===== src/rtl/dmem_responder.sv =====
// dmem_responder: word-organised data memory behind ready/valid request/response channels.
// WAIT_CYCLES wait states precede each commit. Define DMEM_RANGE_CHECK_EN to reject addresses beyond the array.
//
// state    | meaning
// ---------+------------------------------------------------------
// S_IDLE   | req_ready=1, waiting for a request
// S_WAIT   | request latched, counting down wait states
// S_COMMIT | one cycle, memory operation performed on its edge
// S_RESP   | rsp_valid=1, held until rsp_ready
module dmem_responder #(
  parameter int DATA_WIDTH  = 32,
  parameter int ADDR_WIDTH  = 5,
  parameter int WAIT_CYCLES = 2
) (
  input  logic                    clk,
  input  logic                    rst,
  input  logic                    req_valid,
  output logic                    req_ready,
  input  logic                    req_we,
  input  logic [DATA_WIDTH-1:0]   req_addr,
  input  logic [DATA_WIDTH-1:0]   req_wdata,
  input  logic [DATA_WIDTH/8-1:0] req_be,
  output logic                    rsp_valid,
  input  logic                    rsp_ready,
  output logic [DATA_WIDTH-1:0]   rsp_rdata,
  output logic                    rsp_err
);

  localparam int NB    = DATA_WIDTH / 8;
  localparam int DEPTH = 1 << ADDR_WIDTH;
  localparam logic [3:0] CNT_INIT = (WAIT_CYCLES == 0) ? 4'd0 : 4'(WAIT_CYCLES - 1);

  typedef enum logic [1:0] {
    S_IDLE   = 2'd0,
    S_WAIT   = 2'd1,
    S_COMMIT = 2'd2,
    S_RESP   = 2'd3
  } state_t;

  state_t state_q, state_d;
  logic [3:0] cnt_q, cnt_d;

  logic                  we_q;
  logic [DATA_WIDTH-1:0] addr_q;
  logic [DATA_WIDTH-1:0] wdata_q;
  logic [NB-1:0]         be_q;

  logic [DATA_WIDTH-1:0] mem_q [DEPTH];

  logic                  rsp_valid_q;
  logic [DATA_WIDTH-1:0] rsp_rdata_q;
  logic                  rsp_err_q;

  logic accept;
  logic commit_en;
  logic rsp_clr;

  logic [ADDR_WIDTH-1:0] widx;
  logic                  misaligned;
  logic                  out_of_range;
  logic                  req_bad;
  logic [DATA_WIDTH-1:0] merged_word;

  // State register
  always_ff @(posedge clk or posedge rst) begin
    if (rst) begin
      state_q <= S_IDLE;
      cnt_q   <= 4'd0;
    end else begin
      state_q <= state_d;
      cnt_q   <= cnt_d;
    end
  end

  // Next-state logic
  always_comb begin
    state_d = state_q;
    cnt_d   = cnt_q;
    case (state_q)
      S_IDLE: begin
        if (req_valid) begin
          if (WAIT_CYCLES == 0) begin
            state_d = S_COMMIT;
          end else begin
            state_d = S_WAIT;
            cnt_d   = CNT_INIT;
          end
        end
      end
      S_WAIT: begin
        if (cnt_q == 4'd0) begin
          state_d = S_COMMIT;
        end else begin
          cnt_d = cnt_q - 4'd1;
        end
      end
      S_COMMIT: begin
        state_d = S_RESP;
      end
      S_RESP: begin
        if (rsp_ready) begin
          state_d = S_IDLE;
        end
      end
      default: begin
        state_d = S_IDLE;
        cnt_d   = 4'd0;
      end
    endcase
  end

  // Output / control decode
  always_comb begin
    req_ready = 1'b0;
    commit_en = 1'b0;
    rsp_clr   = 1'b0;
    case (state_q)
      S_IDLE:   req_ready = 1'b1;
      S_COMMIT: commit_en = 1'b1;
      S_RESP:   rsp_clr   = rsp_ready;
      default:  req_ready = 1'b0;
    endcase
  end

  assign accept = req_valid && req_ready;

  always_ff @(posedge clk or posedge rst) begin
    if (rst) begin
      we_q    <= 1'b0;
      addr_q  <= '0;
      wdata_q <= '0;
      be_q    <= '0;
    end else if (accept) begin
      we_q    <= req_we;
      addr_q  <= req_addr;
      wdata_q <= req_wdata;
      be_q    <= req_be;
    end
  end

  assign widx       = addr_q[ADDR_WIDTH+1:2];
  assign misaligned = |addr_q[1:0];

`ifdef DMEM_RANGE_CHECK_EN
  assign out_of_range = |addr_q[DATA_WIDTH-1:ADDR_WIDTH+2];
`else
  // Upper address bits alias; they take no part in decode.
  logic unused_addr_hi;
  assign unused_addr_hi = ^addr_q[DATA_WIDTH-1:ADDR_WIDTH+2];
  assign out_of_range   = 1'b0;
`endif

  assign req_bad = misaligned || out_of_range;

  always_comb begin
    merged_word = mem_q[widx];
    for (int b = 0; b < NB; b++) begin
      if (be_q[b]) begin
        merged_word[b*8 +: 8] = wdata_q[b*8 +: 8];
      end
    end
  end

  always_ff @(posedge clk or posedge rst) begin
    if (rst) begin
      for (int i = 0; i < DEPTH; i++) begin
        mem_q[i] <= '0;
      end
    end else if (commit_en && we_q && !req_bad) begin
      mem_q[widx] <= merged_word;
    end
  end

  // Response registers: loaded on the commit edge, cleared on the handshake edge.
  always_ff @(posedge clk or posedge rst) begin
    if (rst) begin
      rsp_valid_q <= 1'b0;
      rsp_rdata_q <= '0;
      rsp_err_q   <= 1'b0;
    end else if (commit_en) begin
      rsp_valid_q <= 1'b1;
      rsp_err_q   <= req_bad;
      rsp_rdata_q <= (we_q || req_bad) ? '0 : mem_q[widx];
    end else if (rsp_clr) begin
      rsp_valid_q <= 1'b0;
      rsp_rdata_q <= '0;
      rsp_err_q   <= 1'b0;
    end
  end

  assign rsp_valid = rsp_valid_q;
  assign rsp_rdata = rsp_rdata_q;
  assign rsp_err   = rsp_err_q;

endmodule

===== config.mk =====
export PLATFORM = sky130hd
export DESIGN_NAME = dmem_responder
export DESIGN_NICKNAME = d
export VERILOG_FILES = /design/src/rtl/dmem_responder.sv
export SDC_FILE = /design/constraint.sdc
export NUM_CORES = 2
export LEC_CHECK = 0
export BUFFER_PORTS_ARGS = -buffer_cell sky130_fd_sc_hd__buf_2
export CORE_ASPECT_RATIO = 0.7
export CORE_MARGIN = 1
export CORE_UTILIZATION = 35
export CTS_BUF_LIST = sky130_fd_sc_hd__clkbuf_4 sky130_fd_sc_hd__clkbuf_8
export CTS_CLUSTER_DIAMETER = 150
export DETAILED_ROUTE_END_ITERATION = 7
export HOLD_SLACK_MARGIN = 0.05
export PLACE_DENSITY_LB_ADDON = 0.05
export SYNTH_ARGS = -nofsm -noshare
export SYNTH_HDL_FRONTEND = slang
export SYNTH_SLANG_ARGS = --single-unit

===== constraint.sdc =====
create_clock -name clk -period 49.4 [get_ports clk]
set_input_delay 12.35 -clock clk [delete_from_list [all_inputs] [get_ports clk]]
set_output_delay 12.35 -clock clk [all_outputs]
set_load 0.02 [all_outputs]

Word-level counts from Yosys, hierarchy flattened:

Cells that the tools add are included.

* register bits: 1108
* latch bits: 0
* bits in writable memories: 0
* ROM bits: 0
* input port bits: 73
* output and inout port bits: 35
* memories: 0

* add/subtract/negate cells: 1
* $mul: 0
* divide/modulo/power cells: 0
* order comparisons: 2
* eq/ne operators: 7
* shift-type cells: 0
* mux-type cells: 26
* bitwise logic cells: 1
* reductions and logical operators: 13

Operators with widths (count)
* $bwmux W1024: 1
* $mux W32: 6
* $bmux W32 S5: 1
* $demux W32 S5: 1
* $mux W8: 4
* $mux W4: 2
* $ne A2 B2 Y1 const B: 4
* $pmux W2 S4: 1
* $pmux W4 S2: 1
* $ge A6 B6 Y1 const B: 1
* $lt A6 B1 Y1 const B: 1
* $mux W1: 6
* $mux W2: 3
* $not A5 Y6: 1
* $reduce_and A3 Y1: 2
* $eq A2 B2 Y1 const B: 2
* $logic_and A1 B1 Y1: 4
* $logic_not A4 Y1: 1
* $reduce_bool A2 Y1: 2
* $sub A4 B1 Y4 const B: 1
* $eq A2 B1 Y1 const B: 1
* $logic_not A2 Y1: 1
* $reduce_or A2 Y1: 1
* $logic_not A1 Y1: 1
* $logic_or A1 B1 Y1: 1

Depth between registers and ports, before layout:

* word-level depth: 6
* mapped depth: 10
* gate-level depth less buffers: 7

Worst setup path after synthesis:

OpenSTA, ideal clock, no wires.

* kind: input to register
* from: input req_valid
* to: register addr_q[0]
* data arrival time: 13.246 ns
* slack: 36.030 ns
* cell stages on the path: 3
* buffers on the path: 1
* cell sequence: nand2_1 clkbuf_1 mux2_2

* longest elaborated chain between the ends: 1

RTL lines
* from (decl): line 17 `input logic req_valid,`
* $logic_and A1 B1 Y1: line 125 `assign accept = req_valid && req_ready;`
* to (signal assigned): line 135 `addr_q <= req_addr;`
* to (decl): line 44 `logic [DATA_WIDTH-1:0] addr_q;`

No other way between the ends.
A chain may end at the register's enable or synchronous reset.

==> summary.txt <==
Status
  – Status: finished, final reports clean

Yosys
  – Yosys cell types: 40
  – Post-synthesis mux area share: 33.6%
  – Ys Warns: 0
  – Post-synthesis xor/xnor area fraction: 0%
  – Post-synthesis compound-gate area fraction: 5.52%
  – Synth top area cells: dfrtp_1 54%, mux2_2 23%, mux2i_1 10%
  – Ys async rst share: 100%
  – Mapped Cells: roughly 3,600
  – Top FF cell, synth: dfrtp_1
  – Largest area contributor in the netlist: dfrtp_1
  – Largest family of logic cells by synthesized area: multiplexers
  – Yosys reg bits: around 1,100
  – EDFF count, synth: 0
  – Post-synthesis sequential area ratio: 54.2%
  – Synth Net Count: around 3,700
  – Simple-gate portion of the synthesized area: 2.94%
  – Syn_area_per_cell: 14.3 um2
  – Synth top area share: 54.2%
  – Post-Synth Adder-Cell Area: 0.122%
  – Mapped Area: 0.0512 mm2

Timing
  – Worst Tran Pin Value: 1.25 ns
  – Slew HR: 16.5%
  – Hold WS: about 0.48 ns
  – Final Hold Violating Endpoints: 0
  – Setup Skew: around 0.04 ns
  – Setup TNS: 0 ns
  – RSZ-0062 raised after global routing: no
  – Min cycle time layout: 15.97 ns
  – Final Slew Violations: 0
  – F_max: 0.0626 GHz
  – Crit share post-route: 32.3%
  – Setup violators final: 0

Routing
  – Antenna-violating nets left: 0
  – Pre-antenna DRT Iters: 5
  – Via count: between 30,000 and 40,000
  – Drt wl/cell: 28.0 um
  – WL final: 160 mm
  – 1st-iter DRT viols: around 1,700
  – DR vias/cell: 5.36
  – Post-route DRC: 0

Clock tree
  – Post-CTS setup repair buffer count: 0
  – Reg clk slew, reported paths: 0.06 ns
  – Post-CTS Hold Buffers: 0
  – Depth of the CTS H-tree: 4
  – CTS resizes: 0
  – TritonCTS Sinks: 1,108
  – Clock root buffer: clkbuf_8
  – Clock buffer depth: 3
  – CTS Buf Count: 184
  – Skew-Pair Late Insertion Delay: 0.91 ns
  – CTS tree: done

Power
  – Peak VDD IR: roughly 0.064 mV
  – Power per Cell Area: 52.2 mW/mm2
  – P_leak: 27.9 nW

Floorplan
  – Die H: between 300 and 400 um
  – Initial core utilization: between 30% and 40%
  – Die area: 0.148 mm2
  – Core box area: 0.145 mm2
  – IO Pins: 108
  – Die Wd: 459 um
  – FP Rows: ~120

Global routing
  – First-pass GRT wire length: roughly 230 mm
  – Largest net degree at the start of global routing: 171
  – GR Overflow Total: 0
  – Total GRT Usage: 21.8%
  – Initial antenna violation count: 3
  – Vias in the first global route: ~33,000

Placed design
  – Dpl cell area: 0.0532 mm2
  – Input/output buffers: 82
  – Post-DP HPWL: 87.7 mm
  – RD Place Congestion: 0.749

Setup path
  – Startpoint Class: primary input
  – Critical Path AT: about 17 ns
  – Critical path endpoint category: async pin
  – CP Max Fanout: 162
  – Kind of critical path: in -> async
  – Critical Path RT: 50.23 ns

Min path
  – Worst hold-check path type: reg -> reg

Finish
  – Fin nets: 3,680
  – Layout area overhead: 11.6%
  – Layout cells sized above 1: between 40% and 50%
  – Final instance area: 0.0571 mm2

Run
  – Max-cap violations: 0
worst paths after layout:
kind	cells after the start	from	slack, ns	end
setup / recovery	6	rst	33.43	mem_q[582]
hold / removal	2	rsp_err	0.48	rsp_err
setup reg to reg	7	addr_q[2]	44.57	mem_q[346]
hold reg to reg	2	rsp_err	0.48	rsp_err
max in group clk	3	state_q[1]	35.06	req_ready
min in group asynchronous	2	rst	11.53	mem_q[734]
cell usage after synthesis, types with 2 or more instances:
| cell type | count |
|---|---|
| o22ai_2 | 31 |
| buf_4 | 92 |
| mux2_2 | 1068 |
| nor3_1 | 8 |
| nor2b_1 | 2 |
| ha_1 | 5 |
| and2_1 | 2 |
| nand2b_1 | 6 |
| nand4b_1 | 3 |
| buf_6 | 13 |
| buf_2 | 112 |
| a22o_1 | 33 |
| or4b_1 | 4 |
| nor4_1 | 3 |
| clkbuf_1 | 117 |
| a31oi_4 | 30 |
| inv_1 | 13 |
| nand4bb_1 | 6 |
| nor2_1 | 43 |
| nor4_2 | 62 |
| o22ai_1 | 226 |
| o21ai_0 | 7 |
| mux2i_1 | 514 |
| nand3_1 | 3 |
| dfrtp_1 | 1108 |
| a21oi_1 | 4 |
| nand2_1 | 61 |
| buf_1 | 2 |
layout by cell type (no fill, tap or decap), types with 39 or more instances in the layout:
cell,count
o22ai_1,226
mux2_2,1068
buf_4,74
clkbuf_4,68
nor4_2,61
dfrtp_1,1107
clkbuf_8,233
nor2_1,42
nand2_1,39
buf_2,82
mux2i_1,514
per-layer routing:
layer,wire [um],global-route usage (%),up-vias
met1,75400,29.8,16500
li1,-,-,13200
met4,4140,6.52,0
met3,5450,3.44,236
met5,0,0,-
met2,74800,35.6,574
critical path, stage by stage:
cell and delay, ns:
buf_2 0.13, inv_8 0.46, buf_4 0.80, buf_12 0.62
buf_4 0.92, buf_4 0.98
cells by family after synthesis:
family / after synthesis
compound gates: 336
fa+ha+maj: 5
buf+inv: 349
flops: 1108
mux: 1583
simple gates: 209
metrics by stage:
step / instances / util [%] / total power, W / worst slack [ns]
2_1_floorplan: 3590 / - / 0.00189 / 5.85
3_3_place_gp: 5379 / 36.6 / 0.00210 / 32.59
3_5_place_dp: 5379 / 36.6 / 0.00214 / 32.30
4_1_cts: 5701 / 39.3 / 0.00302 / 33.31
5_1_grt: 5704 / 39.3 / 0.00315 / 32.77
6_report: 5707 / 39.3 / 0.00298 / 33.43
cell type report:
cell class                 count  area, um2
multi-input combinational   2133      21900
timing repair buffer         162       1090
antenna                        6       15.0
tap                         1963       2460
fill                       13600      88100
clock buffer                 301       3720
sequential                  1108      27700
inverter                      13       56.3
clock inverter                21        209
state kept, by name, indices dropped and copies added (netlist names):
name	count
mem_q	1024
rsp_rdata	32
wdata_q	32
addr_q	7
be_q	4
cnt_q	4
state_q	2
rsp_err	1
rsp_valid	1
we_q	1
report_power, final:
part / leakage [nW] / switching [W] / internal [W]
sequential: 15.3 / 0.0000991 / 0.00109
clock: 2.08 / 0.000384 / 0.000488
combinational: 10.5 / 0.000580 / 0.000347
total: 27.9 / 0.00106 / 0.00192
Note: power is estimated with default switching activity, not from simulation.
